$ cat config.mk
export PLATFORM = sky130hd
export DESIGN_NAME = crc_req_arbiter
export DESIGN_NICKNAME = d
export VERILOG_FILES = /design/src/rtl/crc_req_arbiter.sv
export SDC_FILE = /design/constraint.sdc
export NUM_CORES = 1
export LEC_CHECK = 0
export BUFFER_PORTS_ARGS = -buffer_cell sky130_fd_sc_hd__buf_2
export CORE_MARGIN = 2
export CORE_UTILIZATION = 50
export CTS_CLUSTER_DIAMETER = 200
export DETAILED_ROUTE_END_ITERATION = 7
export HOLD_SLACK_MARGIN = 0.15
export PLACE_DENSITY = 0.76
export SETUP_SLACK_MARGIN = 0.15
export SLEW_MARGIN = 40
export SYNTH_ARGS = -nofsm -noshare
export SYNTH_HDL_FRONTEND = slang
export SYNTH_SLANG_ARGS = --single-unit
$ cat constraint.sdc
create_clock -name clk -period 3.4 [get_ports clk]
set_input_delay 0.34 -clock clk [delete_from_list [all_inputs] [get_ports clk]]
set_output_delay 0.34 -clock clk [all_outputs]
set_load 0.005 [all_outputs]
$ cat src/rtl/crc_req_arbiter.sv
// Round-robin front end sharing one bit-serial CRC engine between a generator (ch0) and a checker (ch1).
// Latency: result pulse WIDTH+1 edges after the accepting edge; optional CRC_INIT_ONES_EN seeds CRC with all ones.
// Backpressure: ready only in IDLE and only for the granted channel; the other requester waits with valid held.

module crc_req_arbiter #(
  parameter int WIDTH = 16
) (
  input  logic             clk,
  input  logic             rst,
  input  logic [WIDTH:0]   polynom_i,
  input  logic             req0_valid,
  input  logic [WIDTH-1:0] req0_data,
  output logic             req0_ready,
  input  logic             req1_valid,
  input  logic [WIDTH-1:0] req1_data,
  input  logic [WIDTH-1:0] req1_crc,
  output logic             req1_ready,
  output logic             busy,
  output logic             out_valid,
  output logic             out_id,
  output logic [WIDTH-1:0] CRC,
  output logic             OK
);

  localparam int CNT_W = $clog2(WIDTH + 1);

`ifdef CRC_INIT_ONES_EN
  localparam logic [WIDTH-1:0] CRC_INIT = {WIDTH{1'b1}};
`else
  localparam logic [WIDTH-1:0] CRC_INIT = {WIDTH{1'b0}};
`endif

  typedef enum logic [1:0] {IDLE, SHIFT, DONE} state_t;

  state_t             state_q, state_d;
  logic [WIDTH-1:0]   shreg_q, poly_q, crc_q, exp_q;
  logic [CNT_W-1:0]   cnt_q;
  logic               last_grant_q, out_id_q, ok_q, out_valid_q;
  logic               gnt_id, hs, fb, idle_ok;
  logic [WIDTH-1:0]   crc_next;
  logic               unused_poly_msb;

  // The polynomial's top coefficient is implicit in the shift-and-xor step.
  assign unused_poly_msb = polynom_i[WIDTH];

  // Contention goes to the channel that did not win last time.
  assign gnt_id     = (req0_valid && req1_valid) ? ~last_grant_q : req1_valid;
  assign idle_ok    = (state_q == IDLE) && !rst;
  assign req0_ready = idle_ok && req0_valid && !gnt_id;
  assign req1_ready = idle_ok && req1_valid && gnt_id;
  assign hs         = req0_ready || req1_ready;

  assign fb       = crc_q[WIDTH-1] ^ shreg_q[WIDTH-1];
  assign crc_next = {crc_q[WIDTH-2:0], 1'b0} ^ (fb ? poly_q : {WIDTH{1'b0}});

  always_comb begin
    state_d = state_q;
    case (state_q)
      IDLE:    if (hs) state_d = SHIFT;
      SHIFT:   if (cnt_q == CNT_W'(WIDTH - 1)) state_d = DONE;
      DONE:    state_d = IDLE;
      default: state_d = IDLE;
    endcase
  end

  always_ff @(posedge clk or posedge rst) begin
    if (rst) begin
      state_q <= IDLE;
    end else begin
      state_q <= state_d;
    end
  end

  always_ff @(posedge clk or posedge rst) begin
    if (rst) begin
      shreg_q      <= '0;
      poly_q       <= '0;
      crc_q        <= '0;
      exp_q        <= '0;
      cnt_q        <= '0;
      last_grant_q <= 1'b1;
      out_id_q     <= 1'b0;
      ok_q         <= 1'b0;
      out_valid_q  <= 1'b0;
    end else begin
      out_valid_q <= 1'b0;
      case (state_q)
        IDLE: begin
          if (hs) begin
            shreg_q      <= gnt_id ? req1_data : req0_data;
            poly_q       <= polynom_i[WIDTH-1:0];
            if (gnt_id) exp_q <= req1_crc;
            crc_q        <= CRC_INIT;
            cnt_q        <= '0;
            out_id_q     <= gnt_id;
            last_grant_q <= gnt_id;
            ok_q         <= 1'b0;
          end
        end
        SHIFT: begin
          crc_q   <= crc_next;
          shreg_q <= {shreg_q[WIDTH-2:0], 1'b0};
          cnt_q   <= cnt_q + CNT_W'(1);
        end
        DONE: begin
          out_valid_q <= 1'b1;
          ok_q        <= (crc_q == exp_q) && out_id_q;
        end
        default: ;
      endcase
    end
  end

  assign busy      = (state_q != IDLE);
  assign out_valid = out_valid_q;
  assign out_id    = out_id_q;
  assign CRC       = crc_q;
  assign OK        = ok_q;

endmodule

==> metrics.csv <==
metric,value,unit
Top delay family on crit path,buffers and inverters,
gp weighted congestion,0.786,
Syn-to-layout area delta,20.5,%
CORE AREA,6870,um^2
Clock Latency Late Sink,340,ps
Routed Antenna Nets,0,
IO Count,91,
pwr/cell area,921,nW/um^2
die height,88.8,um
worst-margin pin slew,734,ps
reg2reg setup slack,1580,ps
Final Net Count,474,
Flop pwr share,42.6,%
RSZ-0062 raised after global routing,false,
pin count of the biggest net entering global routing,55,
first-pass GRT wire length,12.4,mm
CP max-delay cell,dlygate4sd3_1,
syn_area_per_cell,11.4,um^2
Synth cell types,36,
# Max-Cap Violations,0,
initial cell density of the core,52.3,%
sw frac,35.2,%
cells after synthesis,316,
Slew Limit Headroom,51.0,%
DP HPWL,5.36,mm
fin crit period,2120,ps
compound-cell area share of the yosys netlist,10.7,%
crit share post-route,62.4,%
IO Port Bufs,89,
grt ovf,0,
clock power share,20.5,%
Fmax,0.471,GHz
post-CTS setup buffers,0,
NetSw,1400,uW
Pre-antenna DRT Iters,4,
Clock Skew,8.34,ps
total CTS buffers,9,
GRT Overall Usage,20.9,%
Routed Wire Length,7.63,mm
Critical Path RT,3060,ps
Die X,88.8,um
status,"complete, no violations",
"commonest non-fill, non-tap cells in the layout","89 x buf_2, 74 x dfrtp_1, 59 x nand2_1",
xor-xnor portion of the synthesized cell area,8.25,%
Setup WS post-layout,1280,ps
setup violators final,0,
vias per inst,5.21,
root buf cell,clkbuf_8,
dpl cells,487,
WP buf/inv,4,
"Cell Area, Placed",4070,um^2
std cell rows,30,
clk sinks,75,
Comb power frac,36.9,%
register clock-pin slew on the reported worst setup and hold paths,80,ps
main combinational cell family by area after synthesis,simple AND/OR/NAND/NOR gates,
Placement Setup Slack,1420,ps
final-report hold violation count,0,
Crit Path Max Fanout,19,
final core occ,63.0,%
post-synthesis mux area share,12.0,%
initial antenna violation count,0,
Bufs on Longest Clock Path,2,
Post-Synth Adder-Cell Area,0.696,%
P_leak,0.00217,uW
DRC,0,
Yosys reg bits,75,
TritonCTS clock tree,yes,
internal power,2580,uW
startpoint types,primary input,
H-tree level count,3,
vias in the first global route,2646,
crit path DAT,1780,ps
CP max stage delay,530,ps
"Seq/Total Area, Yosys",52.3,%
CTS Hold Bufs,1,
Max IR drop VDD,0.311,mV
worst path cell trace,dlygate4sd3_1 -> buf_2 -> nor3_4 -> nand2_4 -> inv_1 -> buf_2,
crit-path most repeated cell,buf_2,
Syn Nets,387,
Initial DRC Count,84,
Syn. warnings,0,
post-synthesis simple-gate area fraction,12.6,%
"most common cell after layout, fill and taps aside",buf_2,
Crit. End Element,output pin,
DR WL/cell,15.1,um
ANT cells,0,
Die Area,7880,um^2
cell area after synthesis,3590,um^2
Worst Setup Path Type,primary input to output pin,
vias,2628,
post-CTS sizing,0,
TNS Setup,0,ps
Final Cell Area,4330,um^2
Final Non-Filler Cells,504,
Slew Limit Fails,0,
HP Class,primary input to flip-flop,
layout cells sized above 1,37.0,%
==> metal layers <==
layer / vias up / global-route usage, % / part of all wire [%]
met5: - / 0 / 0
met4: 0 / 10.6 / 3.0
met3: 21 / 3.92 / 4.3
met2: 70 / 32.6 / 47
met1: 1266 / 28.1 / 46
li1: 1271 / - / -
==> path summary, 6_finish.rpt <==
check | from | cells after the start | to
max | rst | 6 | req1_ready
min | polynom_i[2] | 2 | poly_q[2]
max reg2reg | state_q[1] | 3 | poly_q[6]
min reg2reg | cnt_q[4] | 2 | cnt_q[4]
max in group asynchronous | rst | 4 | CRC[6]
min in group asynchronous | rst | 3 | poly_q[12]
==> cells in the mapped netlist <==
cell type	n	area share, %
a21bo_2	1	0.28
o21ai_0	20	2.8
nand2b_1	1	0.17
nand2_1	59	6.2
inv_1	3	0.31
nor3_1	1	0.14
nand3_1	20	2.8
xor2_1	31	7.6
xor2_2	1	0.45
a21boi_2	1	0.31
and2_1	1	0.17
mux2_4	19	7.9
nor2b_1	2	0.35
or2_2	2	0.35
xnor2_1	1	0.24
nor2_1	1	0.10
a21oi_4	1	0.45
a21o_1	1	0.21
dfstp_2	1	0.73
a21oi_1	16	2.2
nand3b_1	1	0.21
buf_6	5	1.6
clkbuf_1	3	0.31
ha_1	2	0.70
and3_1	2	0.35
nor4_1	3	0.52
a221o_1	15	4.2
buf_2	7	0.97
buf_4	1	0.21
nand2_4	2	0.63
nor3_4	1	0.45
nand4_1	1	0.17
buf_1	1	0.10
mux2_2	13	4.1
o21ai_1	2	0.28
dfrtp_1	74	52
==> power by group through the flow <==
stage	Combinational (uW)	Sequential, uW	Clock (uW)
floorplan	1170	1600	0
finish	1470	1700	818
global placement	1410	1680	0
CTS	1490	1690	830
detailed placement	1470	1700	0
global route	1660	1750	859
==> cell type report <==
cell class / count / area [um^2]
Clock buffer: 11 / 141
Clock inverter: 5 / 100
Fill cell: 571 / 2540
Inverter: 3 / 11.3
Multi-Input combinational cell: 221 / 1600
Sequential cell: 75 / 1880
Tap cell: 96 / 120
Timing Repair Buffer: 93 / 478
==> sequential cells by signal (all words and copies together) (netlist names) <==
| register | cells |
|---|---|
| CRC | 16 |
| exp_q | 16 |
| poly_q | 16 |
| shreg_q | 16 |
| cnt_q | 5 |
| state_q | 2 |
| OK | 1 |
| last_grant_q | 1 |
| out_id | 1 |
| out_valid | 1 |
==> kinds of logic after synthesis <==
family | Yosys count
flip-flops | 75
multiplexers | 32
XOR/XNOR | 33
buffers and inverters | 20
AO/OA/AOI/OAI | 57
adder cells (fa/ha/maj) | 2
AND/OR/NAND/NOR | 97
==> stage by stage <==
stage          power [uW]  hold slack (ps)
2_1_floorplan        2770              453
3_3_place_gp         3090              471
3_5_place_dp         3170              495
4_1_cts              4010              215
5_1_grt              4270              220
6_report             3990              221
Power figures use the tool's default switching activity.
